[src/rtl/dispensador_bebidas.sv]
// Actuator sequencer for the coffee-machine command word: latches a command and
// drives cup, water, powder motor and coin hoppers for fixed cycle counts.
module dispensador_bebidas #(
  parameter int unsigned T_VASO   = 4,
  parameter int unsigned T_AGUA   = 16,
  parameter int unsigned T_POLVO  = 8,
  parameter int unsigned T_MONEDA = 2
) (
  input  logic       clk,
  input  logic       rst,
  input  logic [2:0] cmd,
  input  logic       paro,
  output logic       ocupado,
  output logic       listo,
  output logic       err,
  output logic       vaso,
  output logic       agua,
  output logic       motor_cafe,
  output logic       motor_te,
  output logic       dev_moneda,
  output logic       dev_cinco
);

  localparam int unsigned CNT_W = 8;

  typedef enum logic [2:0] {
    S_IDLE,
    S_VASO,
    S_AGUA,
    S_POLVO,
    S_DEVUELVE,
    S_FIN
  } state_t;

  typedef enum logic [1:0] {
    R_NONE,
    R_FULL,
    R_CINCO
  } refund_t;

  state_t             state, state_n;
  logic [CNT_W-1:0]   cnt, cnt_n;
  logic               es_cafe, es_cafe_n;
  refund_t            refund, refund_n;
  logic               err_n;

  // State, counter and latched command fields
  always_ff @(posedge clk or negedge rst) begin
    if (!rst) begin
      state   <= S_IDLE;
      cnt     <= '0;
      es_cafe <= 1'b0;
      refund  <= R_NONE;
    end else begin
      state   <= state_n;
      cnt     <= cnt_n;
      es_cafe <= es_cafe_n;
      refund  <= refund_n;
    end
  end

  // Next-state logic; paro outranks both new commands and counter expiry
  always_comb begin
    state_n   = state;
    cnt_n     = cnt;
    es_cafe_n = es_cafe;
    refund_n  = refund;
    err_n     = 1'b0;

    if (state != S_IDLE && paro) begin
      state_n = S_IDLE;
      cnt_n   = '0;
      err_n   = 1'b1;
    end else begin
      case (state)
        S_IDLE: begin
          if (!paro) begin
            case (cmd)
              3'b111: begin
                es_cafe_n = 1'b1;
                refund_n  = R_NONE;
                cnt_n     = CNT_W'(T_VASO - 1);
                state_n   = S_VASO;
              end
              3'b110: begin
                es_cafe_n = 1'b0;
                refund_n  = R_NONE;
                cnt_n     = CNT_W'(T_VASO - 1);
                state_n   = S_VASO;
              end
              3'b101: begin
                es_cafe_n = 1'b0;
                refund_n  = R_CINCO;
                cnt_n     = CNT_W'(T_VASO - 1);
                state_n   = S_VASO;
              end
              3'b100: begin
                refund_n = R_FULL;
                cnt_n    = CNT_W'(T_MONEDA - 1);
                state_n  = S_DEVUELVE;
              end
              3'b000: ;
              default: err_n = 1'b1;
            endcase
          end
        end
        S_VASO: begin
          if (cnt == '0) begin
            cnt_n   = CNT_W'(T_AGUA - 1);
            state_n = S_AGUA;
          end else begin
            cnt_n = cnt - CNT_W'(1);
          end
        end
        S_AGUA: begin
          if (cnt == '0) begin
            cnt_n   = CNT_W'(T_POLVO - 1);
            state_n = S_POLVO;
          end else begin
            cnt_n = cnt - CNT_W'(1);
          end
        end
        S_POLVO: begin
          if (cnt == '0) begin
            if (refund == R_CINCO) begin
              cnt_n   = CNT_W'(T_MONEDA - 1);
              state_n = S_DEVUELVE;
            end else begin
              state_n = S_FIN;
            end
          end else begin
            cnt_n = cnt - CNT_W'(1);
          end
        end
        S_DEVUELVE: begin
          if (cnt == '0) begin
            state_n = S_FIN;
          end else begin
            cnt_n = cnt - CNT_W'(1);
          end
        end
        S_FIN:   state_n = S_IDLE;
        default: state_n = S_IDLE;
      endcase

      // Commands arriving while busy are dropped and flagged
      if (state != S_IDLE && cmd != 3'b000) begin
        err_n = 1'b1;
      end
    end
  end

  // Outputs registered, decoded from the next state
  always_ff @(posedge clk or negedge rst) begin
    if (!rst) begin
      ocupado    <= 1'b0;
      listo      <= 1'b0;
      err        <= 1'b0;
      vaso       <= 1'b0;
      agua       <= 1'b0;
      motor_cafe <= 1'b0;
      motor_te   <= 1'b0;
      dev_moneda <= 1'b0;
      dev_cinco  <= 1'b0;
    end else begin
      ocupado    <= (state_n != S_IDLE);
      listo      <= (state_n == S_FIN);
      err        <= err_n;
      vaso       <= (state_n == S_VASO);
      agua       <= (state_n == S_AGUA);
      motor_cafe <= (state_n == S_POLVO) && es_cafe_n;
      motor_te   <= (state_n == S_POLVO) && !es_cafe_n;
      dev_moneda <= (state_n == S_DEVUELVE) && (refund_n == R_FULL);
      dev_cinco  <= (state_n == S_DEVUELVE) && (refund_n == R_CINCO);
    end
  end

endmodule

[config.mk]
export PLATFORM = sky130hd
export DESIGN_NAME = dispensador_bebidas
export DESIGN_NICKNAME = d
export VERILOG_FILES = /design/src/rtl/dispensador_bebidas.sv
export SDC_FILE = /design/constraint.sdc
export NUM_CORES = 1
export LEC_CHECK = 0
export BUFFER_PORTS_ARGS = -buffer_cell sky130_fd_sc_hd__buf_2
export CAP_MARGIN = 20
export CORE_ASPECT_RATIO = 0.8
export CORE_MARGIN = 4
export CORE_UTILIZATION = 35
export CTS_BUF_LIST = sky130_fd_sc_hd__clkbuf_8
export DETAILED_ROUTE_END_ITERATION = 12
export PLACE_DENSITY = 0.63
export SLEW_MARGIN = 40
export SYNTH_ARGS = -nofsm -noshare
export SYNTH_HDL_FRONTEND = slang
export SYNTH_SLANG_ARGS = --single-unit
[constraint.sdc]
create_clock -name clk -period 6.39 [get_ports clk]
set_clock_uncertainty 0.15 [all_clocks]
set_input_delay 1.278 -clock clk [delete_from_list [all_inputs] [get_ports clk]]
set_output_delay 1.278 -clock clk [all_outputs]
set_load 0.02 [all_outputs]
* Word level (Yosys, flattened, before mapping)
Index checks and enable logic that the tools add are counted.
Word-level totals: logic and storage cells 84, output and inout port bits 9, bits of input ports 6, bits in registers 23
Cells by class: equal/unequal tests 20, muxes and demuxes 31, reduce and logical (&&, ||, !) cells 19, add/subtract/negate cells 1
Operators with widths (count):
- $mux 8 | 7
- $pmux 8 s5 | 1
- $eq 3x3->1 const B | 7
- $mux 3 | 6
- $pmux 8 s2 | 1
- $pmux 3 s5 | 1
- $eq 3x2->1 const B | 4
- $mux 1 | 9
- $reduce_bool 3->1 | 3
- $logic_not 8->1 | 1
- $sub 8x1->8 const B | 1
- $eq 3x1->1 const B | 2
- $logic_and 1x1->1 | 6
- $logic_not 3->1 | 2
- $mux 2 | 3
- $ne 3x3->1 const B | 2
- $pmux 2 s3 | 1
- $pmux 3 s2 | 1
- $reduce_bool 6->1 | 1
- $reduce_and 5->1 | 1
- $reduce_or 5->1 | 1
- $eq 2x2->1 const B | 2
- $ne 4x3->1 const B | 1
- $ne 4x4->1 const B | 1
- 5 further kinds | 6

* Logic depth before layout (Yosys ltp)
Gate-level depths: netlist of run 1.
depth after elaboration 8, depth in mapped cells 9, mapped depth without buffers 8

* Worst setup path before layout of run 1
No wires, ideal clock.
path kind input -> register, start input port paro, end register cnt[6], buffers on the path 1, required time 6130 ps, setup time 110 ps, stages on the path 6, arrival time 2639 ps, path slack 3491 ps, cells stage by stage clkbuf_1 > o21ba_2 > a22oi_1 > o31ai_4 > or2_2 > o41ai_1
Between the ends: word-level cells in the longest chain between the ends 3, elaborated cells on any way between the ends 8, those cells by class 4 x eq/ne; 1 x mux; 3 x reduce/logical
RTL lines:
- start, declared | RTL line 12 | input logic paro,
- $logic_and 1x1->1 | RTL line 70 | if (state != S_IDLE && paro) begin
- $ne 4x4->1 (no line) (tied with other cells)
- $reduce_and 5->1 (no line)
- end signal, assigned | RTL line 56 | cnt <= cnt_n;
- end, declared | RTL line 42 | logic [CNT_W-1:0] cnt, cnt_n;
Several ways; a longest one is shown, not always the timed one. A chain may end at the register's enable or synchronous reset.

* Worst setup path in the final report of run 1
start register cnt[0], end register cnt[4]
Between the ends: word-level cells in the longest chain between the ends 4, elaborated cells on any way between the ends 11, those cells by class 1 x add/sub; 2 x eq/ne; 6 x mux; 2 x reduce/logical
RTL lines:
- $sub 8x1->8 / $logic_not 8->1 (equally long branches)
- $mux 8 (on tied branches)
- $pmux 8 s5 | RTL line 75 | case (state)
- $mux 8 | RTL line 70
Several ways; a longest one is shown, not always the timed one. The select of a mux whose other input is x is not followed.

==> results of run 1 <==
## layout by cell type (no fill, tap or decap), types with 2 or more instances in the layout
master / n
nand2_1: 11
a31oi_1: 3
or3_1: 2
nor2b_1: 2
nor4_1: 2
o2111ai_1: 2
buf_2: 14
o21ai_0: 11
o21ba_2: 2
nand3_1: 4
nor3_1: 5
nor2_1: 15
dfrtp_1: 23
nand2b_1: 4
inv_1: 7
a21oi_1: 5
clkbuf_8: 3
o22ai_1: 2
and3_1: 4
o31ai_1: 3
## synthesized netlist by cell type (all sizes together), types with 3 or more instances
| cell | instances |
|---|---|
| dfrtp | 23 |
| nor2 | 16 |
| nand2 | 11 |
| o21ai | 11 |
| inv | 7 |
| a21oi | 5 |
| clkbuf | 5 |
| nor3 | 5 |
| and3 | 4 |
| nand2b | 4 |
| nand3 | 4 |
| o31ai | 4 |
| a31oi | 3 |
## metal layers
layer	track usage, %	up-vias
met5	0	-
met4	1.75	0
met3	4.34	2
met2	20.5	41
met1	20.2	532
li1	-	529
## sequential cells by signal, indices dropped and copies added (netlist names)
| signal | flops |
|---|---|
| agua | 1 |
| cnt | 8 |
| dev_cinco | 1 |
| dev_moneda | 1 |
| err | 1 |
| es_cafe | 1 |
| listo | 1 |
| motor_cafe | 1 |
| motor_te | 1 |
| ocupado | 1 |
| refund | 2 |
| state | 3 |
| vaso | 1 |
## worst paths after layout
check,end,slack (ns),cells past startpoint
max reg2reg,cnt[4]$_DFFE_PN0P_,3.47,7
max in group asynchronous,err$_DFF_PN0_,4.93,1
min in group asynchronous,cnt[0]$_DFFE_PN0P_,0.82,1
max,cnt[4]$_DFFE_PN0P_,3.47,7
min,refund[0]$_DFF_PN0_,0.37,2
min reg2reg,refund[0]$_DFF_PN0_,0.37,2
## cell families (layout without fill, tap and decap cells)
group,count (synthesis),count (layout),synth area share (%)
and+or+nand+nor,59,59,24.7
AOI/OAI and AO/OA,38,38,22.0
DFF,23,23,45.2
buffers and inverters,14,25,4.81
muxes,2,2,1.67
adders and majority gates,1,1,0.982
xor gates and xnor gates,1,1,0.688
## per-stage QoR
step | power (mW) | cells | util, % | hold slack [ns]
final | 0.637 | 191 | 40.6 | 0.365
after detailed placement | 0.546 | 187 | 39.2 | 0.346
after global routing | 0.691 | 191 | 40.6 | 0.413
after CTS | 0.641 | 191 | 40.6 | 0.366
after floorplan | 0.477 | 138 | - | 0.316
after global placement | 0.534 | 187 | 39.2 | 0.354
## layout make-up
type                            count  area share (%)
Clock buffer                        3            2.93
Clock inverter                      1           0.532
Inverter                            7            1.86
Multi-Input combinational cell    101            45.2
Sequential cell                    23            40.8
Tap cell                           42            3.73
Timing Repair Buffer               14            4.97
## power groups by stage
stage          clock [mW]  sequential (mW)  combinational, mW
5_1_grt             0.103            0.248              0.341
3_5_place_dp            0            0.242              0.305
6_report           0.0922            0.240              0.305
2_1_floorplan           0            0.233              0.244
3_3_place_gp            0            0.239              0.295
4_1_cts            0.0958            0.239              0.306
## worst max-delay path, stage by stage, from the launching register on
cell	delay, ns
dfrtp_1	0.42
inv_1	0.07
ha_1	0.16
or4b_1	0.61
or4_4	0.53
o31ai_4	0.49
or2_2	0.24
o221ai_1	0.11
==> metrics, run 1 <==
outcome=complete, no violations; pre-CTS WS=3.40 ns; clock buffer depth=2; Final TNS setup=0 ns; ys flop type=dfrtp_1; Fmax=0.342 GHz; final cycle utilization of the critical path=45.7%; die area=4670 sq um; number of H-tree levels=1; Layout area overhead=10.7%; Seq pwr share=37.6%; buffers added on ports=14; NetSw=0.284 mW; post-synthesis cell count=138; placed cell area=1360 sq um; clock slew at reported path FFs=0.08 ns; Final Worst Setup Slack=3.47 ns; routed vias/inst=5.78; initial antenna violation count=0; DR DRC count=0; Via Count=1104; Post-synth EDFFs=0; CP Data Arrival Time=2.90 ns; CTS resizes=0; Clk Latency, worst-skew pair=0.26 ns; power per cell area=451 nW/um^2; clock network power share=14.5%; gr ovfl total=0; combinational power share=47.9%; top sig layer=met4; fill count=354; Initial Util=36.7%; hold_buf cts=0; WL met3=172 um; syn_area_per_cell=9.23 sq um; Final setup viols=0; core box area=3470 sq um; # diodes=0; Crit. Startpoint=cnt[0]$_DFFE_PN0P_; Synth Net Count=145; Die X=75.4 um; number of synthesized register bits=23; post-synth top area share=45.2%; fin nets=157; layout cells sized above 1=18.8%; leak pwr=0.654 nW; CP Capture Type=flip-flop; fin. max-slew vios=0; clk sink count=23; Total Wirelength=2920 um; Tmin final=2.92 ns; Final Hold Viols=0; multi-input logic area=637 sq um; CTS tree=built; Crit Path Max Fanout=12; Num CTS Buffers=3; Pre-antenna DRT Iters=5; Synth area leaders=dfrtp_1, nor2_1, o21ai_0; Site Rows=19; die height=62.0 um; IO Pins=15; P_int=0.353 mW; ANT nets after route=0; Placer Congestion=0.841; Peak VDD IR=0.000184 V; worst setup path class=reg -> reg; cell area after layout=1410 sq um; number of max-cap violations=0; DR iter-0 viols=66; RSZ-0062 raised after global routing=false; Synth Cell Area=1270 sq um; YS warnings=0; vias in the first global route=978; GRT Util Overall=13.8%; worst hold path startpoint=refund[0]$_DFF_PN0_; met2 wire length=1350 um; switching fraction of total power=44.6%; post-DR wirelength/cell=15.3 um; synth unique cells=46; Clock Root Buffer=clkbuf_8; setup repair bufs after CTS=0; Required @ worst endpoint=6.37 ns; register area=576 sq um; Yosys top cell by area=dfrtp_1; register area share after synthesis=45.2%; Met1 Routed Length=1400 um; Worst Hold Class=reg -> reg; slew margin rel.=58.1%; asr flop ratio synth=100%; Worst Setup Start Kind=flip-flop; Slew @ Worst Pin=0.622 ns; largest net degree at the start of global routing=24; first-pass GRT wire length=4870 um; R2R Path Start=cnt[0]$_DFFE_PN0P_; HPWL Detailed=2190 um
(Power assumes the default switching activity.)
==> run 2, diff against run 1 <==
Clock period 6.39 ns to 2.75 ns, I/O delays scaled along.
==> metrics, run 2 (synthesis results as in run 1) <==
number of H-tree levels=1; post-DR wirelength/cell=14.7 um; Via Count=1103; clock buffer depth=2; Die X=75.4 um; max reg flops=8; Crit path depth=8; layout cells sized above 1=22.2%; Final setup viols=0; Pre-antenna DRT Iters=4; worst r2r path cells=8; DR iter-0 viols=49; critical path, cell by cell=inv_1, ha_1, or4b_4, or4_4, o31ai_4, buf_6, or2_2, o221ai_1; Tmin final=2.62 ns; routed vias/inst=5.66; clk sink count=23; Num CTS Buffers=3; Layout area overhead=13.9%; Placer Congestion=0.828; die height=62.0 um; Worst Hold Class=in -> async; commonest non-fill, non-tap cell in the layout=dfrtp_1; CTS tree=built; IO Pins=15; Total Wirelength=2870 um; most frequent cells in the layout=dfrtp_1, nor2_1, buf_2, nand2_1, o21ai_0; fill count=351; worst path bufs/invs=2; power per cell area=1060 nW/um^2; cell family with most CP delay=simple AND/OR/NAND/NOR gates; Required @ worst endpoint=2.73 ns; setup repair bufs after CTS=0; leak pwr=0.677 nW; placed cell area=1390 sq um; Final Hold Viols=0; die area=4670 sq um; Peak VDD IR=0.000417 V; fin. max-slew vios=0; multi-input logic area=643 sq um; Worst Setup Start Kind=flip-flop; first-pass GRT wire length=4870 um; DR DRC count=0; slew margin rel.=58.6%; Final TNS setup=0 ns; Crit Path Max Fanout=12; final cycle utilization of the critical path=95.3%; Site Rows=19; largest register by flop count=cnt; buffers added on ports=14; gr ovfl total=0; Clk Latency, worst-skew pair=0.26 ns; register area=576 sq um; ANT nets after route=0; initial antenna violation count=0; vias in the first global route=1049; HPWL Detailed=2140 um; CP Capture Type=flip-flop; cell area after layout=1450 sq um; clock slew at reported path FFs=0.09 ns; # diodes=0; fin nets=161; outcome=complete, no violations; CP Data Arrival Time=2.60 ns; Crit path largest cell delay=0.50 ns; Slew @ Worst Pin=0.615 ns; number of max-cap violations=0; Clock Root Buffer=clkbuf_8; Initial Util=36.7%; core box area=3470 sq um; RSZ-0062 raised after global routing=false; GRT Util Overall=13.7%; Regs by FF count=cnt: 8 flops, state: 3 flops, refund: 2 flops; Fmax=0.382 GHz; largest net degree at the start of global routing=24; slowest CP cell=or4b_4; worst setup path class=reg -> reg
==> run 2: changes by cell type in the layout (fill, tap and decap cells not counted) <==
cell / delta
buf_6: +1
nor2_1: -1
nor2_2: +1
buf_4: +3
or4b_1: -1
or4b_4: +1
==> run 2: layout make-up <==
type	count	area share [%]
clock buffers	3	2.85
clock inverters	1	0.518
inverters	7	1.81
multi-input cells	101	44.3
flip-flops and latches	23	39.7
well taps	42	3.62
repair buffers	18	7.16
==> run 2: timing repair <==
item                       CTS  global route
setup endpoints to repair    0             7
hold buffers                 0             0
gates resized for setup      0             3
==> run 2: metal layers <==
| layer | part of all wire [%] | global-route usage, % | wire length, um |
|---|---|---|---|
| met1 | 48 | 21.0 | 1370 |
| met2 | 44 | 19.2 | 1280 |
| met3 | 6.7 | 3.70 | 192 |
| met4 | 1.1 | 2.99 | 32 |
| met5 | 0 | 0 | 0 |
==> run 2: through the flow <==
step	std cells	power (mW)	hold slack, ns	util (%)	worst slack (ns)
after floorplan	138	1.11	0.104	-	0.209
after global placement	191	1.28	0.349	40.1	0.171
after detailed placement	191	1.30	0.355	40.1	0.0984
after CTS	195	1.53	0.116	41.5	0.0742
after global routing	195	1.68	0.128	41.8	0.0132
final	195	1.54	0.0835	41.8	0.129
==> run 2: path summary, 6_finish.rpt <==
kind                       slack (ns)             endpoint                 from
max in group asynchronous        2.03   state[1]$_DFF_PN0_                  rst
max reg2reg                      0.13   cnt[4]$_DFFE_PN0P_   cnt[0]$_DFFE_PN0P_
min in group clk                 0.37  refund[0]$_DFF_PN0_  refund[0]$_DFF_PN0_
min                              0.08   cnt[0]$_DFFE_PN0P_                  rst
min reg2reg                      0.37  refund[0]$_DFF_PN0_  refund[0]$_DFF_PN0_
max                              0.13   cnt[4]$_DFFE_PN0P_   cnt[0]$_DFFE_PN0P_
==> run 2: power by group <==
group	internal, mW	switching (mW)
clock	0.102	0.115
sequential	0.440	0.101
combinational	0.329	0.452
